===== config.mk =====
export PLATFORM = sky130hd
export DESIGN_NAME = pipeline_ctrl
export DESIGN_NICKNAME = d
export VERILOG_FILES = /design/src/rtl/pipe_ctrl_pkg.sv /design/src/rtl/pipe_hazard_detect.sv /design/src/rtl/pipeline_ctrl.sv
export SDC_FILE = /design/constraint.sdc
export NUM_CORES = 1
export LEC_CHECK = 0
export CORE_MARGIN = 2
export CORE_UTILIZATION = 55
export CTS_BUF_LIST = sky130_fd_sc_hd__clkbuf_8
export CTS_CLUSTER_SIZE = 28
export DETAILED_ROUTE_END_ITERATION = 8
export GPL_ROUTABILITY_DRIVEN = 0
export PLACE_DENSITY_LB_ADDON = 0.08
export SLEW_MARGIN = 20
export SYNTH_ARGS = -nofsm -noshare
export SYNTH_HDL_FRONTEND = slang
export SYNTH_HIERARCHICAL = 1
export SYNTH_SLANG_ARGS = --single-unit

===== constraint.sdc =====
create_clock -name clk -period 3.05 [get_ports clk]
set_clock_uncertainty 0.1 [all_clocks]
set_input_delay 0.4575 -clock clk [delete_from_list [all_inputs] [get_ports clk]]
set_output_delay 0.4575 -clock clk [all_outputs]
set_load 0.05 [all_outputs]

===== src/rtl/pipe_ctrl_pkg.sv =====
// pipe_ctrl_pkg: shared types and constants for the pipeline hazard controller
package pipe_ctrl_pkg;
  typedef enum logic [1:0] {RUN, MDU_WAIT, DMEM_WAIT} ctrl_state_e;
  typedef struct packed {
    logic stall;
    logic flush;
  } stage_ctl_t;
  localparam logic [4:0] REG_ZERO = 5'd0;
endpackage


===== src/rtl/pipe_hazard_detect.sv =====
// pipe_hazard_detect: flags an ID instruction that reads the destination of a load in EX
module pipe_hazard_detect
  import pipe_ctrl_pkg::*;
(
  input  logic [4:0] rs1_addr,
  input  logic [4:0] rs2_addr,
  input  logic       rs1_used,
  input  logic       rs2_used,
  input  logic [4:0] rd_addr,
  input  logic       load,
  output logic       load_use
);
  assign load_use = load && rd_addr != REG_ZERO &&
                    ((rs1_used && rs1_addr == rd_addr) || (rs2_used && rs2_addr == rd_addr));
endmodule


===== src/rtl/pipeline_ctrl.sv =====
// pipeline_ctrl: stall/flush sequencing for the 5-stage core; PIPE_CTRL_PERF_EN adds perf counters
module pipeline_ctrl
  import pipe_ctrl_pkg::*;
#(
  parameter int MDU_MAX_CYC = 64
`ifdef PIPE_CTRL_PERF_EN
  , parameter int CNT_W = 32
`endif
) (
  input  logic       clk,
  input  logic       rst_n,
  input  logic [4:0] rs1_addr_id,
  input  logic [4:0] rs2_addr_id,
  input  logic       rs1_used_id,
  input  logic       rs2_used_id,
  input  logic [4:0] rd_addr_ex,
  input  logic       load_ex,
  input  logic       redirect_ex,
  input  logic       mdu_start_ex,
  input  logic       mdu_done,
  input  logic       imem_ready,
  input  logic       dmem_req_mem,
  input  logic       dmem_ready,
  output logic       pc_stall,
  output logic       if_id_stall,
  output logic       if_id_flush,
  output logic       id_ex_stall,
  output logic       id_ex_flush,
  output logic       ex_mem_stall,
  output logic       ex_mem_flush,
  output logic       mem_wb_flush,
  output logic       mdu_busy_o,
  output logic       mdu_err_o
`ifdef PIPE_CTRL_PERF_EN
  , output logic [CNT_W-1:0] stall_cyc_o,
  output logic [CNT_W-1:0] flush_cnt_o,
  output logic [CNT_W-1:0] mdu_cyc_o
`endif
);
  ctrl_state_e state, next_state;
  stage_ctl_t  if_id, id_ex, ex_mem;
  logic        redir_pend, load_use, run, dmem_stall, mem_hold, mdu_hold;
  logic        redirect_take, lu_take, fetch_wait, wd_hit;
  logic [31:0] wd_cnt;

  pipe_hazard_detect u_hazard (
    .rs1_addr (rs1_addr_id),
    .rs2_addr (rs2_addr_id),
    .rs1_used (rs1_used_id),
    .rs2_used (rs2_used_id),
    .rd_addr  (rd_addr_ex),
    .load     (load_ex),
    .load_use (load_use)
  );

  // Event decode: in RUN only the highest-priority event acts; wait states hold their entry stalls
  always_comb begin
    run           = state == RUN;
    dmem_stall    = dmem_req_mem && !dmem_ready;
    mem_hold      = run ? dmem_stall : state == DMEM_WAIT && !dmem_ready;
    mdu_hold      = run ? !dmem_stall && mdu_start_ex : state == MDU_WAIT && !mdu_done;
    redirect_take = run && !dmem_stall && !mdu_start_ex && redirect_ex;
    lu_take       = run && !dmem_stall && !mdu_start_ex && !redirect_ex && load_use;
    fetch_wait    = run && !dmem_stall && !mdu_start_ex && !redirect_ex && !load_use && !imem_ready;
    wd_hit        = state == MDU_WAIT && !mdu_done && MDU_MAX_CYC != 0 &&
                    wd_cnt == 32'(MDU_MAX_CYC - 1);
  end

  // State register
  always_ff @(posedge clk or negedge rst_n)
    if (!rst_n) state <= RUN;
    else state <= next_state;

  // Next-state: MDU exits on done or watchdog, DMEM exits on ready
  always_comb begin
    next_state = run ? (dmem_stall ? DMEM_WAIT : mdu_start_ex ? MDU_WAIT : RUN)
               : state == MDU_WAIT ? ((mdu_done || wd_hit) ? RUN : MDU_WAIT)
               : (dmem_ready ? RUN : DMEM_WAIT);
  end

  // Stage controls; a pending redirect discards whatever IMEM returns until the stale fetch lands
  always_comb begin
    pc_stall     = mem_hold | mdu_hold | lu_take | fetch_wait;
    if_id        = '{stall: mem_hold | mdu_hold | lu_take,
                     flush: redirect_take | fetch_wait | redir_pend};
    id_ex        = '{stall: mem_hold | (mdu_hold && !wd_hit),
                     flush: redirect_take | lu_take | wd_hit};
    ex_mem       = '{stall: mem_hold, flush: mdu_hold};
    mem_wb_flush = mem_hold;
    if_id_stall  = if_id.stall & ~if_id.flush;
    if_id_flush  = if_id.flush;
    id_ex_stall  = id_ex.stall & ~id_ex.flush;
    id_ex_flush  = id_ex.flush;
    ex_mem_stall = ex_mem.stall & ~ex_mem.flush;
    ex_mem_flush = ex_mem.flush;
    mdu_busy_o   = state == MDU_WAIT;
  end

  // Redirect-pending flag, MDU watchdog counter and sticky watchdog error
  always_ff @(posedge clk or negedge rst_n)
    if (!rst_n) begin
      redir_pend <= 1'b0;
      wd_cnt     <= '0;
      mdu_err_o  <= 1'b0;
    end else begin
      redir_pend <= (redirect_take && !imem_ready) ? 1'b1 : imem_ready ? 1'b0 : redir_pend;
      wd_cnt     <= (state == MDU_WAIT && next_state == MDU_WAIT) ? wd_cnt + 32'd1 : '0;
      mdu_err_o  <= mdu_err_o | wd_hit;
    end

`ifdef PIPE_CTRL_PERF_EN
  // Free-running wrapping performance counters
  always_ff @(posedge clk or negedge rst_n)
    if (!rst_n) begin
      stall_cyc_o <= '0;
      flush_cnt_o <= '0;
      mdu_cyc_o   <= '0;
    end else begin
      stall_cyc_o <= stall_cyc_o + CNT_W'(pc_stall);
      flush_cnt_o <= flush_cnt_o + CNT_W'(redirect_take);
      mdu_cyc_o   <= mdu_cyc_o + CNT_W'(mdu_busy_o);
    end
`endif
endmodule


==> impl_metrics.csv <==
group,metric,value,unit
synth,synthesis.area,2240,um^2
die,die_x,67.8,um
outcome,outcome,"finished clean",
synth,synth_edf_count,0,
setup_path,critPathCapture,"if_id_flush",
setup_path,r2r_slack,0.57,ns
route,route.vias.total,2092,
synth,synthMuxAreaShare,0,%
route,drc,0,
synth,yosys.area.top_type,"dfrtp_1",
grt,grt_pass1_vias,1923,
route,wire_per_inst,16.2,um
synth,synth_top_family_by_area,"simple AND/OR/NAND/NOR gates",
sta,slew_viol_final,0,
pwr,power_density,414,nW/um^2
clock_tree,clkLatencyLatePin,0.30,ns
pwr,leakagePower,0.981,nW
grt,grt_overflow_total,0,
clock_tree,clock-root-buffer,"clkbuf_8",
run,max_cap_violations,0,
pwr,power.total,1.16,mW
clock_tree,cts_tree,"built",
route,dr.pass1.iters,4,
sta,fin_crit_sh,95.7,%
die,fp.dieH,67.8,um
sta,maxSlewHeadroom,40.2,%
grt,antenna_found_initial,0,
setup_path,r2r_cells,4,
clock_tree,cts_sinks,36,
sta,fmax,343,MHz
setup_path,crit_required,2.49,ns
grt,grt_pass1_wl,8840,um
sta,timing.hold.ws,0.166,ns
grt,grt_max_degree,37,
clock_tree,post_cts_buffers,0,
synth,synth_cell_type_count,41,
sta,worstMarginPinSlew,0.896,ns
die,dieArea,4590,um^2
synth,yosysMostFrequentCell,"dfrtp_1",
pwr,ir_drop,376,uV
synth,yosysSeqAreaShare,40.3,%
die,start_util,56.7,%
synth,synth_nets,275,
min_path,hold_path_class,"in2async",
clock_tree,path_clk_slew,0.08,ns
clock_tree,clk_path_buf_depth,2,
synth,yosysWarningCount,6,
cells_and_area,antenna-diode-count,0,
setup_path,cp.arrival,2.36,ns
grt,grt.total_usage,26.0,%
setup_path,r2r-end,"wd_cnt[29]",
clock_tree,cts_resized,1,
setup_path,critPathCaptureType,"primary output",
synth,ys_ff_latch,36,
clock_tree,h-tree-depth,2,
setup_path,r2r_start,"wd_cnt[10]",
synth,avgSynthCellArea,9.02,um^2
route,ant_nets,0,
sta,setup_viol,0,
setup_path,startpoint_type,"primary input",
synth,synth-simple-area-share,31.3,%
die,rows,23,
synth,synth_cells,248,
synth,synth-compound-area-share,14.5,%
synth,synth-xor-area-share,9.01,%
synth,synthAdderAreaFrac,0.560,%
placed_design,io_buffers,35,
clock_tree,cts_buffers,5,
cells_and_area,drive_gt1_share,11.0,%
sta,rsz0062_at_grt,"false",
setup_path,worstPathMaxFanout,4,
sta,fin_crit,2.92,ns
route,avgViaCountPerCell,6.30,
synth,ys_top_cells_by_area,"dfrtp_1, xor2_1, nor4_1, a211oi_1, nor3_1",
synth,synth_common_cells,"dfrtp_1, nor3_1, nand3_1, nor4_1, xor2_1",
synth,synth_flop_cell,"dfrtp_1",
die,ios,36,
sta,finalHoldViolCount,0,
setup_path,criticalPathCategory,"in2out",
clock_tree,ctsHoldBuffers,0,
route,wl,5390,um
die,coreArea,3940,um^2
cells_and_area,nets,308,
synth,synth-async-reset-ratio,100,%
synth,synth_top_area_share,40.3,%
route,drtIter0Drc,153,
cells_and_area,syn2layout_area_growth,25.0,%
placed_design,dp_hpwl,3760,um
setup_path,setup.worst_path.start,"rd_addr_ex[0]",
-- cell families after synthesis --
kind of cell | after synthesis
flip-flops | 36
AND/OR/NAND/NOR | 118
XOR/XNOR | 23
AO/OA/AOI/OAI | 47
buffers and inverters | 23
adder cells (fa/ha/maj) | 1
-- how the worst min path moves through the flow --
stage	to	slack, ns	cells after the start
2_1_floorplan	mdu_err_o	0.06	0
3_3_place_gp	mdu_err_o	0.36	1
3_5_place_dp	mdu_err_o	0.35	1
4_1_cts	wd_cnt[27]	0.19	1
5_1_grt	wd_cnt[28]	0.25	1
6_report	wd_cnt[27]	0.17	1
-- flip-flops by register name, summed over array words and instances, names as in the netlist --
signal	cells
wd_cnt	32
state	2
mdu_err_o	1
redir_pend	1
-- final cells by class --
| class | instances | area [um^2] |
|---|---|---|
| multi-input combinational | 189 | 1270 |
| sequential | 36 | 901 |
| fill | 321 | 1150 |
| timing repair buffer | 40 | 418 |
| clock buffer | 5 | 68.8 |
| tap | 50 | 62.6 |
| inverter | 9 | 33.8 |
| clock inverter | 3 | 42.5 |
-- report_power, final --
part	internal [mW]	leakage [nW]	switching [mW]
registers	0.483	0.500	0.00879
clock network	0.242	0.0541	0.184
logic	0.102	0.427	0.138
total	0.826	0.981	0.331
-- placed cells by master (no fill, tap or decap), types with 7 or more instances in the layout --
master | Yosys | routed
a211oi_1 | 13 | 13
buf_4 | 0 | 7
clkdlybuf4s50_1 | 0 | 28
dfrtp_1 | 36 | 36
inv_1 | 9 | 9
nand2_1 | 8 | 8
nand3_1 | 16 | 16
nand4_1 | 14 | 14
nor2_1 | 11 | 11
nor3_1 | 18 | 16
nor4_1 | 16 | 15
o31ai_1 | 9 | 8
or4_1 | 9 | 9
xnor2_1 | 7 | 7
xor2_1 | 16 | 16
-- per-layer routing --
metal,track usage (%),share of wire (%),vias up
li1,-,-,1026
met1,35.7,46,1009
met2,39.0,48,50
met3,6.83,4.6,7
met4,10.5,1.5,0
met5,0,0,-
-- metrics by stage --
stage | util [%] | setup TNS, ns | worst slack, ns | cells | instance area [um^2]
after floorplan | - | 0 | 0.0424 | 248 | 2240
final | 70.9 | 0 | 0.132 | 332 | 2800
after global routing | 70.9 | 0 | 0.0272 | 332 | 2800
after detailed placement | 67.7 | -0.0265 | -0.0265 | 324 | 2670
after global placement | 67.7 | 0 | 0.106 | 324 | 2670
after CTS | 70.6 | 0 | 0.0739 | 332 | 2790
-- critical path: stages --
cell and delay [ns]:
clkdlybuf4s50_1 0.47, or4_1 0.56, o21ai_1 0.18, a21oi_2 0.07, nor2_1 0.10, nor2_1 0.05
o21bai_1 0.19, buf_4 0.16, buf_12 0.12
Power figures use the tool's default switching activity.
